File: config.mk
export PLATFORM = sky130hd
export DESIGN_NAME = lif_integrator
export DESIGN_NICKNAME = d
export VERILOG_FILES = /design/src/rtl/lif_integrator.sv
export SDC_FILE = /design/constraint.sdc
export NUM_CORES = 1
export LEC_CHECK = 0
export CORE_ASPECT_RATIO = 0.6
export CORE_UTILIZATION = 55
export DETAILED_ROUTE_END_ITERATION = 12
export PLACE_DENSITY = 0.9
export REMOVE_ABC_BUFFERS = 1
export SYNTH_ARGS = -nofsm -noshare
export SYNTH_HDL_FRONTEND = slang
export SYNTH_SLANG_ARGS = --single-unit
File: constraint.sdc
create_clock -name clk -period 11.8 [get_ports clk]
set_clock_uncertainty 0.2 [all_clocks]
set_input_delay 1.18 -clock clk [delete_from_list [all_inputs] [get_ports clk]]
set_output_delay 1.18 -clock clk [all_outputs]
set_load 0.02 [all_outputs]
File: src/rtl/lif_integrator.sv
// -----------------------------------------------------------------------------
// lif_integrator
//
// Leaky integrate-and-fire stage that sits after the plastic neuron. Each
// enabled cycle the signed upstream product is scaled down, added to a leaky
// membrane potential, and compared against a firing threshold. A crossing
// produces a one-cycle spike, resets the membrane and starts a refractory
// period. Over fixed windows of enabled cycles the stage counts its own spikes
// and the teacher's spikes and returns a scaled, saturated difference as
// feedback_error for the upstream learning port.
//
// Ports:
//   clk            rising-edge clock
//   rst_n          synchronous, active-low reset
//   enable         1 = advance state, 0 = freeze every register
//   in_valid       qualifier for in_data
//   in_data        signed 32-bit product from the upstream neuron
//   target_spike   teacher spike, sampled on every enabled cycle
//   spike_out      one-cycle spike pulse (registered)
//   membrane       signed membrane potential (registered)
//   refractory     high while the neuron is refractory
//   feedback_error signed 16-bit (target - actual) << ERR_SHIFT, saturated
//   error_valid    one-cycle qualifier for feedback_error
// -----------------------------------------------------------------------------
module lif_integrator #(
   parameter int IN_SHIFT       = 8,
   parameter int LEAK_SHIFT     = 4,
   parameter int THRESHOLD      = 1000,
   parameter int V_RESET        = 0,
   parameter int REFRACT_CYCLES = 4,
   parameter int WINDOW         = 64,
   parameter int ERR_SHIFT      = 4
) (
   input  logic        clk,
   input  logic        rst_n,
   input  logic        enable,
   input  logic        in_valid,
   input  logic [31:0] in_data,
   input  logic        target_spike,
   output logic        spike_out,
   output logic [31:0] membrane,
   output logic        refractory,
   output logic [15:0] feedback_error,
   output logic        error_valid
);

   typedef enum logic {
      INTEGRATE  = 1'b0,
      REFRACTORY = 1'b1
   } state_t;

   localparam int WIN_W = $clog2(WINDOW);
   localparam int RC_W  = $clog2(REFRACT_CYCLES + 1);

   // Two guard bits keep membrane - leak + add exact before clamping.
   localparam logic signed [33:0] THR   = 34'(THRESHOLD);
   localparam logic signed [33:0] FLOOR = -THR;
   localparam logic signed [33:0] CEIL  = 34'sh0_7FFF_FFFF;
   localparam logic        [31:0] V_RST = 32'(V_RESET);

   state_t            state;
   logic [RC_W-1:0]   refr_cnt;
   logic [WIN_W-1:0]  win_cnt;
   logic [7:0]        act_cnt;
   logic [7:0]        tgt_cnt;

   logic signed [33:0] mem_ext;
   logic signed [33:0] add_term;
   logic signed [33:0] v_raw;
   logic signed [33:0] v_clamped;
   logic               fire;
   logic               win_close;
   logic [7:0]         act_next;
   logic [7:0]         tgt_next;
   logic signed [31:0] diff;
   logic [15:0]        err_sat;

   // NOTE: every signal gets a default at the top of always_comb so no path
   // leaves it unassigned, which would otherwise infer a latch.
   always_comb begin
      mem_ext   = {{2{membrane[31]}}, membrane};
      add_term  = '0;
      if (in_valid) begin
         add_term = $signed({{2{in_data[31]}}, in_data}) >>> IN_SHIFT;
      end
      v_raw     = mem_ext - (mem_ext >>> LEAK_SHIFT) + add_term;

      v_clamped = v_raw;
      if (v_raw < FLOOR) begin
         v_clamped = FLOOR;
      end else if (v_raw > CEIL) begin
         v_clamped = CEIL;
      end

      // A spike decision only exists while integrating; the refractory
      // state discards the input entirely.
      fire      = (state == INTEGRATE) && (v_clamped >= THR);
      win_close = (win_cnt == WIN_W'(WINDOW - 1));

      // Counts include this cycle's events, saturating at 255.
      act_next  = act_cnt;
      if (fire && (act_cnt != 8'hFF)) begin
         act_next = act_cnt + 8'd1;
      end
      tgt_next  = tgt_cnt;
      if (target_spike && (tgt_cnt != 8'hFF)) begin
         tgt_next = tgt_cnt + 8'd1;
      end

      diff      = ($signed({24'd0, tgt_next}) - $signed({24'd0, act_next})) <<< ERR_SHIFT;
      err_sat   = diff[15:0];
      if (diff > 32'sd32767) begin
         err_sat = 16'h7FFF;
      end else if (diff < -32'sd32768) begin
         err_sat = 16'h8000;
      end
   end

   // NOTE: sequential state uses non-blocking assignments so every register
   // samples pre-edge values, independent of statement order.
   always_ff @(posedge clk) begin
      if (!rst_n) begin
         state          <= INTEGRATE;
         membrane       <= V_RST;
         refr_cnt       <= '0;
         win_cnt        <= '0;
         act_cnt        <= '0;
         tgt_cnt        <= '0;
         spike_out      <= 1'b0;
         refractory     <= 1'b0;
         feedback_error <= '0;
         error_valid    <= 1'b0;
      end else if (!enable) begin
         // Frozen: every register holds, only the pulses are squashed.
         spike_out   <= 1'b0;
         error_valid <= 1'b0;
      end else begin
         spike_out   <= 1'b0;
         error_valid <= 1'b0;

         // Window bookkeeping. The closing cycle's own events belong to the
         // closing window, so the counts restart from zero afterwards.
         if (win_close) begin
            win_cnt        <= '0;
            feedback_error <= err_sat;
            error_valid    <= 1'b1;
            act_cnt        <= '0;
            tgt_cnt        <= '0;
         end else begin
            win_cnt <= win_cnt + 1'b1;
            act_cnt <= act_next;
            tgt_cnt <= tgt_next;
         end

         case (state)
            INTEGRATE: begin
               if (fire) begin
                  membrane   <= V_RST;
                  spike_out  <= 1'b1;
                  state      <= REFRACTORY;
                  refractory <= 1'b1;
                  refr_cnt   <= RC_W'(REFRACT_CYCLES);
               end else begin
                  membrane <= v_clamped[31:0];
               end
            end
            REFRACTORY: begin
               // Membrane is pinned at V_RESET: no leak, no accumulation.
               membrane <= V_RST;
               if (refr_cnt == RC_W'(1)) begin
                  state      <= INTEGRATE;
                  refractory <= 1'b0;
                  refr_cnt   <= '0;
               end else begin
                  refr_cnt <= refr_cnt - 1'b1;
               end
            end
            default: begin
               state <= INTEGRATE;
            end
         endcase
      end
   end

endmodule

== Yosys cells after proc, flatten, opt, wreduce, memory -nomap -nowiden ==
Cells that the tools add are included.

* Add/sub/neg operators: 7
* Order comparisons: 5
* Equality and inequality tests: 6
* Multiplexer cells: 22
* Bitwise gates (word level): 3
* Reduce and logical (&&, ||, !) cells: 8

{| class="wikitable"
|+ Operators with widths
! cell !! count
|-
| 2-to-1 mux 34 bit || 3
|-
| one-hot mux 32 bit (2 select lines) || 1
|-
| adder 33 x 34 -> 34 bit || 1
|-
| greater-or-equal comparator 34 x 11 -> 1 bit, second input constant || 1
|-
| greater-than comparator 34 x 32 -> 1 bit, second input constant || 1
|-
| less-than comparator 34 x 11 -> 1 bit, second input constant || 1
|-
| subtractor 32 x 28 -> 33 bit || 1
|-
| 2-to-1 mux 16 bit || 2
|-
| 2-to-1 mux 32 bit || 1
|-
| 2-to-1 mux 8 bit || 4
|-
| adder 8 x 1 -> 8 bit, second input constant || 2
|-
| greater-than comparator 13 x 16 -> 1 bit, second input constant || 1
|-
| less-than comparator 13 x 16 -> 1 bit, second input constant || 1
|-
| != test 8 bit, second input constant || 2
|-
| subtractor 8 x 8 -> 9 bit || 1
|-
| adder 6 x 1 -> 6 bit, second input constant || 1
|-
| == test 6 bit, second input constant || 1
|-
| 2-to-1 mux 3 bit || 2
|-
| 2-to-1 mux 6 bit || 1
|-
| one-hot mux 3 bit (2 select lines) || 1
|-
| AND reduction 2 bit || 3
|-
| 2-to-1 mux 1 bit || 5
|-
| one-hot mux 1 bit (2 select lines) || 2
|-
| == test 3 x 1 -> 1 bit, second input constant || 1
|-
| 7 further kinds || 11
|}

* Bits in registers: 77
* Input bits: 37
* Output and inout bits: 51
* Word-level logic and storage cells: 61

== Logic depth before layout (Yosys ltp) ==
Gate-level depths: netlist of the first run.

* Depth after elaboration: 13
* Mapped depth: 30
* Gate-level depth less buffers: 27

== Worst setup path before layout of the first run ==
Ideal clock, no wire load.

* Path kind: in2reg
* From: input port in_valid
* To: register feedback_error[14]
* Setup time: 0.122 ns
* Arrival time: 7.551 ns
* Data required time: 11.478 ns
* Path slack: 3.927 ns
* Cell stages on the path: 29
* Buffers on the path: 3
* Cell sequence: nand2_1 > fa_1 > inv_1 > ha_1 > buf_6 > a21o_1 > a221oi_2 > o21ai_2 > o41ai_2 > nor4_1 > or4_1 > or4b_1 > or4b_1 > o311a_1 > buf_6 > and2_1 > clkbuf_1 > xor2_1 > ha_1 > fa_1 > inv_1 > a21oi_1 > nand2_1 > mux2i_1 > nor4_1 > a41oi_1 > o21ai_1 > nand2_1 > a221o_1

* Longest elaborated chain between the ends: 13
* Elaborated cells between the ends (all ways): 15
* Classes of those cells: add/sub (2); order compare (5); mux (6); reduce/logical (2)

{| class="wikitable"
|+ Ends and longest elaborated chain
! element !! line !! RTL
|-
| start, declared || 37 || <nowiki>input logic in_valid,</nowiki>
|-
| 2-to-1 mux 34 bit (*) || 83 || <nowiki>if (in_valid) begin</nowiki>
|-
| adder 33 x 34 -> 34 bit (*) || 86 || <nowiki>v_raw = mem_ext - (mem_ext >>> LEAK_SHIFT) + add_term;</nowiki>
|-
| greater-than comparator 34 x 32 -> 1 bit || 91 || <nowiki>end else if (v_raw > CEIL) begin</nowiki>
|-
| 2-to-1 mux 34 bit || 91 ||
|-
| 2-to-1 mux 34 bit (*) || 89 || <nowiki>if (v_raw < FLOOR) begin</nowiki>
|-
| greater-or-equal comparator 34 x 11 -> 1 bit (*) || 97 || <nowiki>fire = (state == INTEGRATE) && (v_clamped >= THR);</nowiki>
|-
| logical AND 1 bit (*) || 97 ||
|-
| logical AND 1 bit (*) || 102 || <nowiki>if (fire && (act_cnt != 8'hFF)) begin</nowiki>
|-
| 2-to-1 mux 8 bit (*) || 102 ||
|-
| subtractor 8 x 8 -> 9 bit (*) || 110 || <nowiki>diff = ($signed({24'd0, tgt_next}) - $signed({24'd0, act_next})) <<< ERR_SHIFT;</nowiki>
|-
| less-than comparator 13 x 16 -> 1 bit || 114 || <nowiki>end else if (diff < -32'sd32768) begin</nowiki>
|-
| 2-to-1 mux 16 bit || 114 ||
|-
| 2-to-1 mux 16 bit (*) || 112 || <nowiki>if (diff > 32'sd32767) begin</nowiki>
|-
| end signal, assigned || 145 || <nowiki>feedback_error <= err_sat;</nowiki>
|-
| end, declared || 43 || <nowiki>output logic [15:0] feedback_error,</nowiki>
|}

Every way passes the cells marked *; elsewhere a longest branch is shown, timed or not.
A chain may end at the register's enable or synchronous reset.

== Final worst setup path of the first run ==
Same ends and word-level chain as after synthesis.

==> results of run 1 <==
[synth_stat cells, drive strengths merged (24+ instances only)]
cell,instances,area [um^2]
o21ai,68,348
nor2,53,201
ha,43,538
dfxtp,70,1400
nand3,29,158
xor2,24,255
nand2,108,422
inv,121,454
fa,32,641
a21oi,55,294
a21o,34,255
[routing by layer]
metal  wire, um  vias up  track usage, %  share of wire [%]
met4        251        0            7.97                1.2
met2       8120      468            44.0                 38
met3       3000       27            10.7                 14
met5          0        -               0                  0
li1           -     3285               -                  -
met1      10200     3309            51.2                 47
[logic make-up after synthesis]
| group | count (synthesis) |
|---|---|
| buffers and inverters | 161 |
| and+or+nand+nor | 292 |
| AOI/OAI and AO/OA | 264 |
| other | 1 |
| muxes | 12 |
| adders and majority gates | 75 |
| DFF | 70 |
| xor gates and xnor gates | 41 |
[sequential cells by signal, summed over array words and instances, names as in the netlist]
signal and flops:
win_cnt 6, refr_cnt 3, state 1, spike_out 1
act_cnt 8, membrane 32, error_valid 1, refractory 1
tgt_cnt 8, feedback_error 9
[worst paths after layout]
kind	slack [ns]	to	startpoint	depth (start not counted)
max	2.01	feedback_error[14]$_SDFFE_PN0P_	in_valid	28
min	0.26	feedback_error[11]$_SDFFE_PN0P_	feedback_error[11]$_SDFFE_PN0P_	2
max reg2reg	3.57	feedback_error[14]$_SDFFE_PN0P_	membrane[22]$_SDFFE_PN0P_	26
min reg2reg	0.26	feedback_error[11]$_SDFFE_PN0P_	feedback_error[11]$_SDFFE_PN0P_	2
[critical path: cells and delay by family]
kind                       cells  cell delay (ns)
AOI/OAI and AO/OA              9             2.99
adders and majority gates      3             1.62
buffers and inverters          5             1.00
muxes                          2             0.40
and+or+nand+nor                9             2.60
[layout make-up]
type | count | area, um^2
clock inverter | 7 | 61.3
tap | 165 | 206
clock buffer | 9 | 225
fill | 1042 | 4150
sequential | 70 | 1400
inverter | 121 | 454
multi-input combinational | 688 | 4950
timing repair buffer | 78 | 773
[per-stage QoR]
stage | area, um^2 | std cells
after detailed placement | 7790 | 1122
after CTS | 8070 | 1138
after floorplan | 6800 | 879
after global placement | 7790 | 1122
after global routing | 8070 | 1138
final | 8070 | 1138
==> results_dict.tcl, run 1 <==
set metrics [dict create \
    dieArea_mm2 0.0132 \
    synth_cell_types 79 \
    drtIter0Drc 813 \
    post_drt_wl_per_cell_um 19.0 \
    clk_path_buf_depth 2 \
    critPathKind "in2reg" \
    final_core_util_pct 66.1 \
    cts_resized 0 \
    synth-adder-area-share_pct 16.8 \
    async_reset_ff_share_pct 0 \
    setup_ws_ns 2.01 \
    cts_sinks 70 \
    setup_viol 0 \
    syn_avg_cell_area_um2 7.65 \
    synth_compound_area_share_pct 25.5 \
    layout_common_cells "inv_1, nand2_1, clkdlybuf4s50_1, dfxtp_1, o21ai_0" \
    chipWidth_um 148 \
    synth_edf_count 0 \
    numPortBuffers 75 \
    hold_buffers 0 \
    grt_max_degree 27 \
    drive_above_1_share_pct 5.14 \
    netlist_area_mm2 0.00700 \
    tns_ns 0 \
    min_period_over_period_pct 83.0 \
    hp-class "reg2reg" \
    detail-route-antenna-nets 0 \
    hold-worst-slack_ns 0.260 \
    final_net_count 1080 \
    tightest_slew_ns 1.22 \
    antenna_found_initial 0 \
    postSynthCellCount 916 \
    track_usage_pct 33.5 \
    yosysSeqAreaShare_pct 20.0 \
    end_kind "register" \
    drv_slew 0 \
    via_per_inst 6.23 \
    cts.reportedPaths.clkPinSlew_ns 0.07 \
    syn2layout_area_growth_pct 15.3 \
    synth-simple-area-share_pct 20.6 \
    synth_mux_area_share_pct 1.75 \
    initial_core_util_pct 57.3 \
    firstDrtPassIters 7 \
    slowest_stage "a2111oi_0" \
    max_stage_delay_ns 1.08 \
    yosysWarnings 0 \
    numCtsBuffers 9 \
    antenna_cells 0 \
    gp_congestion 0.991 \
    cts_tree "built" \
    slew_headroom_pct 16.6 \
    cp_common_cell "nand2_1" \
    core_mm2 0.0122 \
    grt_pass1_vias 6326 \
    hold_viol_final 0 \
    drv_cap 0 \
    rows 31 \
    synth-xor-area-share_pct 5.77 \
    rsz0062_at_grt "false" \
    ios 88 \
    synth_top_family_by_area "compound AO/OA/AOI/OAI gates" \
    layout_commonest_cell "inv_1" \
    dieHeight_um 89.4 \
    pre_cts_ws_ns 1.98 \
    drt-total-wl_mm 21.6 \
    dp_hpwl_mm 16.9 \
    cp-start-kind "input port" \
    grt_pass1_wl_mm 33.5 \
    vias 7089 \
    timing.fmax_ghz 0.102 \
    h-tree-depth 3 \
    period_minus_slack_ns 9.79 \
    status "complete, no violations" \
    post-cts-setup-buffers 0 \
    clock-root-buffer "clkbuf_16" \
    overflow 0 \
    cp_max_fo 24 \
    yosys_register_bits 70 \
    required_ns 11.84 \
    insertion_delay_ns 0.35 \
    worstPathArrival_ns 9.84 \
    synth-main-ff-cell "dfxtp_1" \
    drc 0 \
]
Power of run 1 is not shown: default switching activity piles up to over one toggle a cycle in this logic, so the estimate is an artifact.
==> run 2, diff against run 1 <==
- clock period: 11.8 -> 9.25 ns (I/O delays scaled with it)
==> run 2 against run 1 <==
Against the previous run:
- final cell count grew 1.4%
- clock-buffer cell count unchanged
- global-route usage increased by 0.20 points
- final area increased by 1.5%
- flip-flop and latch count unchanged
- sequential share of layout area down 0.25 points
- largest cell class unchanged
- worst hold slack got worse by 0.0076 ns
- die area is the same
- non-clock buffer count increased by 16
- critical path depth grew 1
- critical endpoint unchanged
- via count grew 0.52%
==> results_dict.tcl, run 2 (synthesis results as in run 1) <==
set metrics [dict create \
    rsz0062_at_grt "false" \
    tightest_slew_ns 1.22 \
    worstPathArrival_ns 8.80 \
    cp-start-kind "input port" \
    top_regs "membrane: 32 flops, feedback_error: 9 flops" \
    rows 31 \
    syn2layout_area_growth_pct 17.0 \
    drive_above_1_share_pct 6.67 \
    via_per_inst 6.18 \
    max_stage_delay_ns 1.04 \
    cts_sinks 70 \
    slew_headroom_pct 17.9 \
    required_ns 9.29 \
    r2r_setup_slack_ns 1.39 \
    clk_path_buf_depth 2 \
    detail-route-antenna-nets 0 \
    overflow 0 \
    cp_max_fo 24 \
    antenna_found_initial 0 \
    chipWidth_um 148 \
    dieArea_mm2 0.0132 \
    timing.fmax_ghz 0.114 \
    drc 0 \
    firstDrtPassIters 6 \
    dp_hpwl_mm 17.2 \
    numPortBuffers 75 \
    cts_tree "built" \
    status "complete, no violations" \
    hold-worst-slack_ns 0.252 \
    cp_common_cell "nand2_1" \
    ios 88 \
    drtIter0Drc 830 \
    hold_viol_final 0 \
    slowest_stage "a2111oi_0" \
    critPathKind "in2reg" \
    final_net_count 1096 \
    setup_viol 0 \
    track_usage_pct 33.7 \
    numCtsBuffers 9 \
    min_period_over_period_pct 94.8 \
    initial_core_util_pct 57.3 \
    cts.reportedPaths.clkPinSlew_ns 0.06 \
    tns_ns 0 \
    end_kind "register" \
    drv_slew 0 \
    drv_cap 0 \
    grt_max_degree 38 \
    grt_pass1_vias 6367 \
    largest_register_ffs 32 \
    top_register "membrane" \
    layout_commonest_cell "inv_1" \
    core_mm2 0.0122 \
    gp_congestion 1.01 \
    post_drt_wl_per_cell_um 18.8 \
    drt-total-wl_mm 21.7 \
    h-tree-depth 3 \
    grt_pass1_wl_mm 33.9 \
    vias 7126 \
    cts_resized 0 \
    hold_buffers 0 \
    layout_common_cells "inv_1, nand2_1, clkdlybuf4s50_1, dfxtp_1, o21ai_0" \
    clock-root-buffer "clkbuf_16" \
    hp-class "reg2reg" \
    dieHeight_um 89.4 \
    insertion_delay_ns 0.35 \
    antenna_cells 0 \
    period_minus_slack_ns 8.76 \
    post-cts-setup-buffers 0 \
]
[run 2: changes by cell type in the layout (fill, tap and decap cells not counted), sizes merged]
| cell | previous run | this run |
|---|---|---|
| buf | 3 | 19 |
[run 2: cell type report]
class                   instances  area (um^2)
multi-input cells             688         4950
fillers                      1000         4030
flip-flops and latches         70         1400
repair buffers                 94          893
inverters                     121          454
clock buffers                   9          225
well taps                     165          206
clock inverters                 7         61.3
[run 2: worst paths after layout]
path	start	end	cells after the start
max	in_valid	feedback_error[14]$_SDFFE_PN0P_	29
min	feedback_error[7]$_SDFFE_PN0P_	feedback_error[7]$_SDFFE_PN0P_	2
max reg2reg	membrane[12]$_SDFFE_PN0P_	feedback_error[14]$_SDFFE_PN0P_	27
min reg2reg	feedback_error[7]$_SDFFE_PN0P_	feedback_error[7]$_SDFFE_PN0P_	2
[run 2: stage by stage]
stage | instances | utilization (%) | cell area (um^2) | worst slack (ns)
global placement | 1138 | 64.7 | 7910 | 0.597
CTS | 1154 | 67.1 | 8190 | 0.730
global route | 1154 | 67.1 | 8190 | 0.305
detailed placement | 1138 | 64.7 | 7910 | 0.394
floorplan | 879 | - | 6800 | 1.62
finish | 1154 | 67.1 | 8190 | 0.486
[run 2: critical path, delay by kind of cell]
family,cells,cell delay (ns)
buffers and inverters,5,1.06
AO/OA/AOI/OAI,10,2.94
XOR/XNOR,1,0.18
adder cells (fa/ha/maj),4,1.69
AND/OR/NAND/NOR,9,1.99
[run 2: layer usage]
metal  wire length [um]  vias to the layer above  GRT usage [%]
li1                   -                     3324              -
met1              10400                     3334           51.2
met2               7980                      441           43.1
met3               3010                       27           12.6
met4                310                        0           7.87
met5                  0                        -              0
Power of run 2 is left out for the same reason.
==> variant 1 (settings of run 1) <==
The parameter `WINDOW` goes from 64 to 128.
--- a/src/rtl/lif_integrator.sv
+++ b/src/rtl/lif_integrator.sv
@@ -29,5 +29,5 @@
    parameter int V_RESET        = 0,
    parameter int REFRACT_CYCLES = 4,
-   parameter int WINDOW         = 64,
+   parameter int WINDOW         = 128,
    parameter int ERR_SHIFT      = 4
 ) (
Behaviour: same outputs for any inputs over 4 cycles, from zero or initial values and one cycle with rst_n low; that may be too few to reach the edited logic, so the function may still have changed.
==> variant 1 against run 1 <==
  * Worst hold slack got worse by 0.0044 ns
  * Sequential cell count rose by 1
  * Synthesized cell count shrank 6.2%
  * Critical path depth stayed put
  * Routed wire length decreased by 15%
  * Fmax is 5.6% higher
  * Area after synthesis decreased by 4.9%
  * Worst setup slack better by 0.52 ns
  * Final area fell by 4.0%
  * Highest routed layer unchanged
Power is left out: the tool's default activity adds up to more than one toggle a clock period on the data nets, which glitch-free logic cannot reach.
==> variant 1: results (changes against run 1) <==
Global route
  • First-pass GRT wire length: 29000 um (-13%)
  • Met2 GRT Util: 41.1% (-2.9 points)
  • Met1 Use GR: 46.1% (-5.1 points)
  • Met3 Usage GRT: 7.86% (-2.8 points)
  • Initial antenna violation count: 0 (unchanged)
  • Vias in the first global route: 5728 (-9.5%)
  • Largest net degree at the start of global routing: 49 (+81%)
  • GRT Util Overall: 30.1% (-3.3 points)

Route
  • DR WL met3: 2380 um (-21%)
  • TritonRoute pass-1 iters: 6 (-1)
  • Vias: 6510 (-8.2%)
  • DR iter-0 viols: 762 (-6.3%)
  • Routed len/inst: 17.1 um (-10%)
  • Met2 WL: 7050 um (-13%)
  • M1 WL: 8700 um (-15%)
  • DR top layer: met4

Placed design
  • Port bufs: 75 (unchanged)
  • DP Wirelength: 14200 um (-16%)
  • Global placer's final weighted congestion: 0.956 (-3.6%)
  • DP Area: 7440 um2 (-4.4%)
  • Setup WS pre-CTS: 2.47 ns (+0.488 ns)

Critical path
  • Crit path largest cell delay: 0.83 ns (-0.25 ns)
  • Worst EP arrival: 9.31 ns (-0.53 ns)
  • Max FO, Critical Path: 24 (unchanged)
  • Critical-path top delay cell: a2111oi_1

Final layout
  • # fillers: 1020 (-2.1%)
  • # diodes: 0 (unchanged)
  • Share of layout cells above drive strength 1: 4.37% (-0.77 points)
  • Nets: 1022 (-5.4%)
  • Design area: 7750 um2 (-4.0%)
  • Top Registers: membrane (32), feedback_error (9)
  • Cell Count, Final, Fillers Out: 1075 (-5.5%)

Synth
  • Synth Area in Compound Gates: 24.5% (-1.0 points)
  • Cells after synthesis: 859 (-6.2%)
  • Post-synthesis xor/xnor area fraction: 6.95% (+1.2 points)
  • Mux contribution to synthesized area: 1.50% (-0.25 points)
  • Post-synthesis sequential area ratio: 21.3% (+1.3 points)
  • Synth top area cells: dfxtp_1 21%, fa_1 9.6%, ha_1 8.1%, nand2_1 6.5%, inv_1 6.3%
  • Synth warn: 0 (unchanged)
  • Synth Area in Adders: 17.9% (+1.0 points)
  • Main flop type after synthesis: dfxtp_1
  • Post-synth ARST share: 0% (unchanged)
  • Most common library cells after synthesis: 115 x nand2_1, 112 x inv_1, 71 x dfxtp_1
  • Netlist cell types: 79 (unchanged)

Clock tree
  • H-tree levels: 3 (unchanged)
  • Num CTS Buffers: 9 (unchanged)
  • PostCTS Resize Cnt: 0 (unchanged)
  • Root Buffer: clkbuf_16
  • Clock transition at path regs: 0.06 ns
  • Max Buffers Root-to-Sink: 2 (unchanged)
  • Clk_lat worst skew: 0.34 ns
  • Post-CTS repair timing setup buffer count: 0 (unchanged)

STA
  • Relative slew slack: 21.2% (+4.6 points)
  • TNS Setup: 0 ns (unchanged)

Min path
  • Worst min-delay path category: register to register

Run status
  • Status: completed
variant 1: changes by cell type in the layout (fill, tap and decap cells not counted), moves of 5 or more:
cell and delta:
nand2_1 +8, a22o_1 +7, or3_1 -7, nor2_1 -9
nand3_1 -16, inv_1 -9, xnor2_1 +15, and2_1 -6
a21boi_0 -5, and3_1 +7, o21ai_0 -5, a22oi_1 -5
variant 1: cell type report:
class	count	share of cell area, %
Multi-Input combinational cell	640	59.9
Sequential cell	71	18.3
Timing Repair Buffer	76	9.79
Inverter	112	5.43
Clock buffer	9	2.91
Tap cell	160	2.58
Clock inverter	7	1.05
variant 1: final timing paths:
| path | end | cells after the start | slack [ns] | startpoint |
|---|---|---|---|---|
| max | feedback_error[11]$_SDFFE_PN0P_ | 28 | 2.52 | in_valid |
| min | feedback_error[10]$_SDFFE_PN0P_ | 2 | 0.26 | feedback_error[10]$_SDFFE_PN0P_ |
| max reg2reg | feedback_error[11]$_SDFFE_PN0P_ | 26 | 4.07 | membrane[23]$_SDFFE_PN0P_ |
| min reg2reg | feedback_error[10]$_SDFFE_PN0P_ | 2 | 0.26 | feedback_error[10]$_SDFFE_PN0P_ |
variant 1: critical path: cells and delay by family:
family                     cells  cell delay [ns]
buffers and inverters          3             0.81
muxes                          2             0.58
and+or+nand+nor               11             2.22
adders and majority gates      4             1.78
AOI/OAI and AO/OA              8             2.76
variant 1: logic make-up (layout without fill, tap and decap cells):
kind of cell | count (synthesis) | after routing
adders and majority gates | 76 | 76
xor gates and xnor gates | 52 | 52
other | 1 | 4
muxes | 10 | 10
AOI/OAI and AO/OA | 240 | 240
and+or+nand+nor | 258 | 258
buffers and inverters | 151 | 204
DFF | 71 | 71
==> variant 2 (flow settings as in run 1) <==
Made on the original files. Register the output `feedback_error` once more; this adds one clock of latency there. The other outputs are not delayed to match. Comments in the files are not updated.
--- a/src/rtl/lif_integrator.sv
+++ b/src/rtl/lif_integrator.sv
@@ -58,4 +58,6 @@
    localparam logic signed [33:0] CEIL  = 34'sh0_7FFF_FFFF;
    localparam logic        [31:0] V_RST = 32'(V_RESET);
+
+   logic [15:0] feedback_error_s0;
 
    state_t            state;
@@ -129,5 +131,5 @@
          spike_out      <= 1'b0;
          refractory     <= 1'b0;
-         feedback_error <= '0;
+         feedback_error_s0 <= '0;
          error_valid    <= 1'b0;
       end else if (!enable) begin
@@ -143,5 +145,5 @@
          if (win_close) begin
             win_cnt        <= '0;
-            feedback_error <= err_sat;
+            feedback_error_s0 <= err_sat;
             error_valid    <= 1'b1;
             act_cnt        <= '0;
@@ -183,4 +185,8 @@
    end
 
+   always_ff @(posedge clk) begin
+      feedback_error <= feedback_error_s0;
+   end
+
 endmodule
 
Function: same outputs for any inputs over 4 cycles, from zero or initial values and one cycle with rst_n low; that may be too few to reach the edited logic, so the function may still have changed.
==> variant 2 against run 1 <==
  * Sequential share of layout area increased by 3.3 points
  * Global-route usage decreased by 5.7 points
  * Core utilization increased by 0.88 points
  * Final area decreased by 5.4%
  * Critical path depth decreased by 4
  * Count of clock-buffer cells in the layout unchanged
  * Via count decreased by 14%
  * Routed wire length decreased by 24%
  * Area after synthesis decreased by 6.9%
  * Register-to-register slack improved by 1.1 ns
  * Worst setup slack improved by 0.98 ns
  * Sequential cell count increased by 9
Power is left out: the tool's default activity adds up to more than one toggle a clock period on the data nets, which glitch-free logic cannot reach.
==> variant 2: results (changes against run 1) <==
Final layout
  • Share of layout cells above drive strength 1: 3.71% (-1.4 points)
  • Nets: 996 (-7.8%)
  • Top Registers: membrane (32), feedback_error (9), feedback_error_s0 (9)
  • # diodes: 0 (unchanged)

Route
  • TritonRoute pass-1 iters: 5 (-2)
  • Via density: 5.81 (-6.7%)
  • DR iter-0 viols: 584 (-28%)
  • Post-Route WL: 16300 um (-24%)

Min path
  • Hold path start: feedback_error_s0[4]$_SDFFE_PN0P_
  • Worst min-delay path category: register to register
  • WHS Path Cells: 0 (-2)
  • Worst hold endpoint: feedback_error[4]$_DFF_P_

Critical path
  • R2r worst-path depth: 23 (-12%)
  • Crit Reg-Reg Startpoint: membrane[1]$_SDFFE_PN0P_
  • Max FO, Critical Path: 24 (unchanged)
  • Worst R2R Setup Slack: 4.65 ns (+1.08 ns)
  • Critical path startpoint: in_valid
  • Worst EP arrival: 8.85 ns (-0.99 ns)
  • R2R Path End: feedback_error_s0[15]$_SDFFE_PN0P_
  • CP Class: input pin to register

Clock tree
  • Num CTS Buffers: 9 (unchanged)
  • H-tree levels: 3 (unchanged)
  • Root Buffer: clkbuf_16
  • Clk_lat worst skew: 0.35 ns (about the same)
  • Max Buffers Root-to-Sink: 2 (unchanged)
  • Post-CTS repair timing setup buffer count: 0 (unchanged)
  • PostCTS Resize Cnt: 0 (unchanged)
  • Clock transition at path regs: 0.06 ns

Global route
  • Initial antenna violation count: 0 (unchanged)
  • Vias in the first global route: 5628 (-11%)
  • Largest net degree at the start of global routing: 50 (+85%)
  • First-pass GRT wire length: 27000 um (-19%)
  • GRT Util Overall: 27.8% (-5.7 points)

Synth
  • Most common library cells after synthesis: 110 x nand2_1, 109 x inv_1, 79 x dfxtp_1
  • Main flop type after synthesis: dfxtp_1
  • Netlist cell types: 71 (-10%)
  • Synth warn: 0 (unchanged)
  • Synthesized cell area: 6520 um2 (-6.9%)
  • Post-synth ARST share: 0% (unchanged)
  • Synth top area cells: dfxtp_1 24%, fa_1 9.8%, ha_1 8.3%, nand2_1 6.3%, inv_1 6.3%
  • Post-synthesis sequential area ratio: 24.3% (+4.3 points)

Placed design
  • DP Wirelength: 12500 um (-26%)
  • Global placer's final weighted congestion: 0.940 (-5.2%)
  • Port bufs: 75 (unchanged)

Run status
  • Status: completed

STA
  • Relative slew slack: 21.3% (+4.7 points)
  • Hold_ws: 0.151 ns (-0.109 ns)
## variant 2: critical path, cell delays in order
cell             delay (ns)
clkdlybuf4s50_1        1.10
nand2_1                0.17
fa_1                   0.54
inv_1                  0.07
fa_1                   0.45
a211oi_1               0.41
o21ai_1                0.26
o211a_1                0.29
nor3_1                 0.52
mux2_2                 0.41
o311ai_0               0.40
o21ai_0                0.21
or4_4                  0.51
o21ai_1                0.25
nor2_1                 0.18
mux2i_1                0.28
inv_1                  0.10
fa_1                   0.47
inv_1                  0.07
a21oi_1                0.07
maj3_2                 0.35
a21oi_2                0.18
a2111oi_0              0.12
a211o_1                0.25
## variant 2: routing by layer
layer	global-route usage, %	vias to the layer above	share of wire [%]
li1	-	2937	-
met4	6.84	0	0.88
met1	40.7	2825	49
met2	40.2	312	40
met3	7.35	21	9.9
met5	0	-	0
## variant 2: cell families after synthesis
family          Yosys count  synth area share, %
simple gates            253                 18.0
fa+ha+maj                77                 18.4
xor+xnor                 46                 6.18
compound gates          220                 22.7
mux                      10                 1.55
other cells               1               0.0575
flops                    79                 24.3
buf+inv                 143                 8.77
## variant 2: cell type report
type | instances | area [um2]
multi-input combinational | 610 | 4380
fill | 953 | 3770
sequential | 79 | 1580
timing repair buffer | 75 | 751
inverter | 109 | 409
clock buffer | 9 | 225
tap | 160 | 200
clock inverter | 7 | 88.8
## variant 2: metrics by stage
stage	instance area [um2]	setup slack, ns	std cells
2_1_floorplan	6370	4.98	798
3_3_place_gp	7330	2.97	1033
3_5_place_dp	7330	2.84	1033
4_1_cts	7640	3.16	1049
5_1_grt	7640	2.49	1049
6_report	7640	2.99	1049
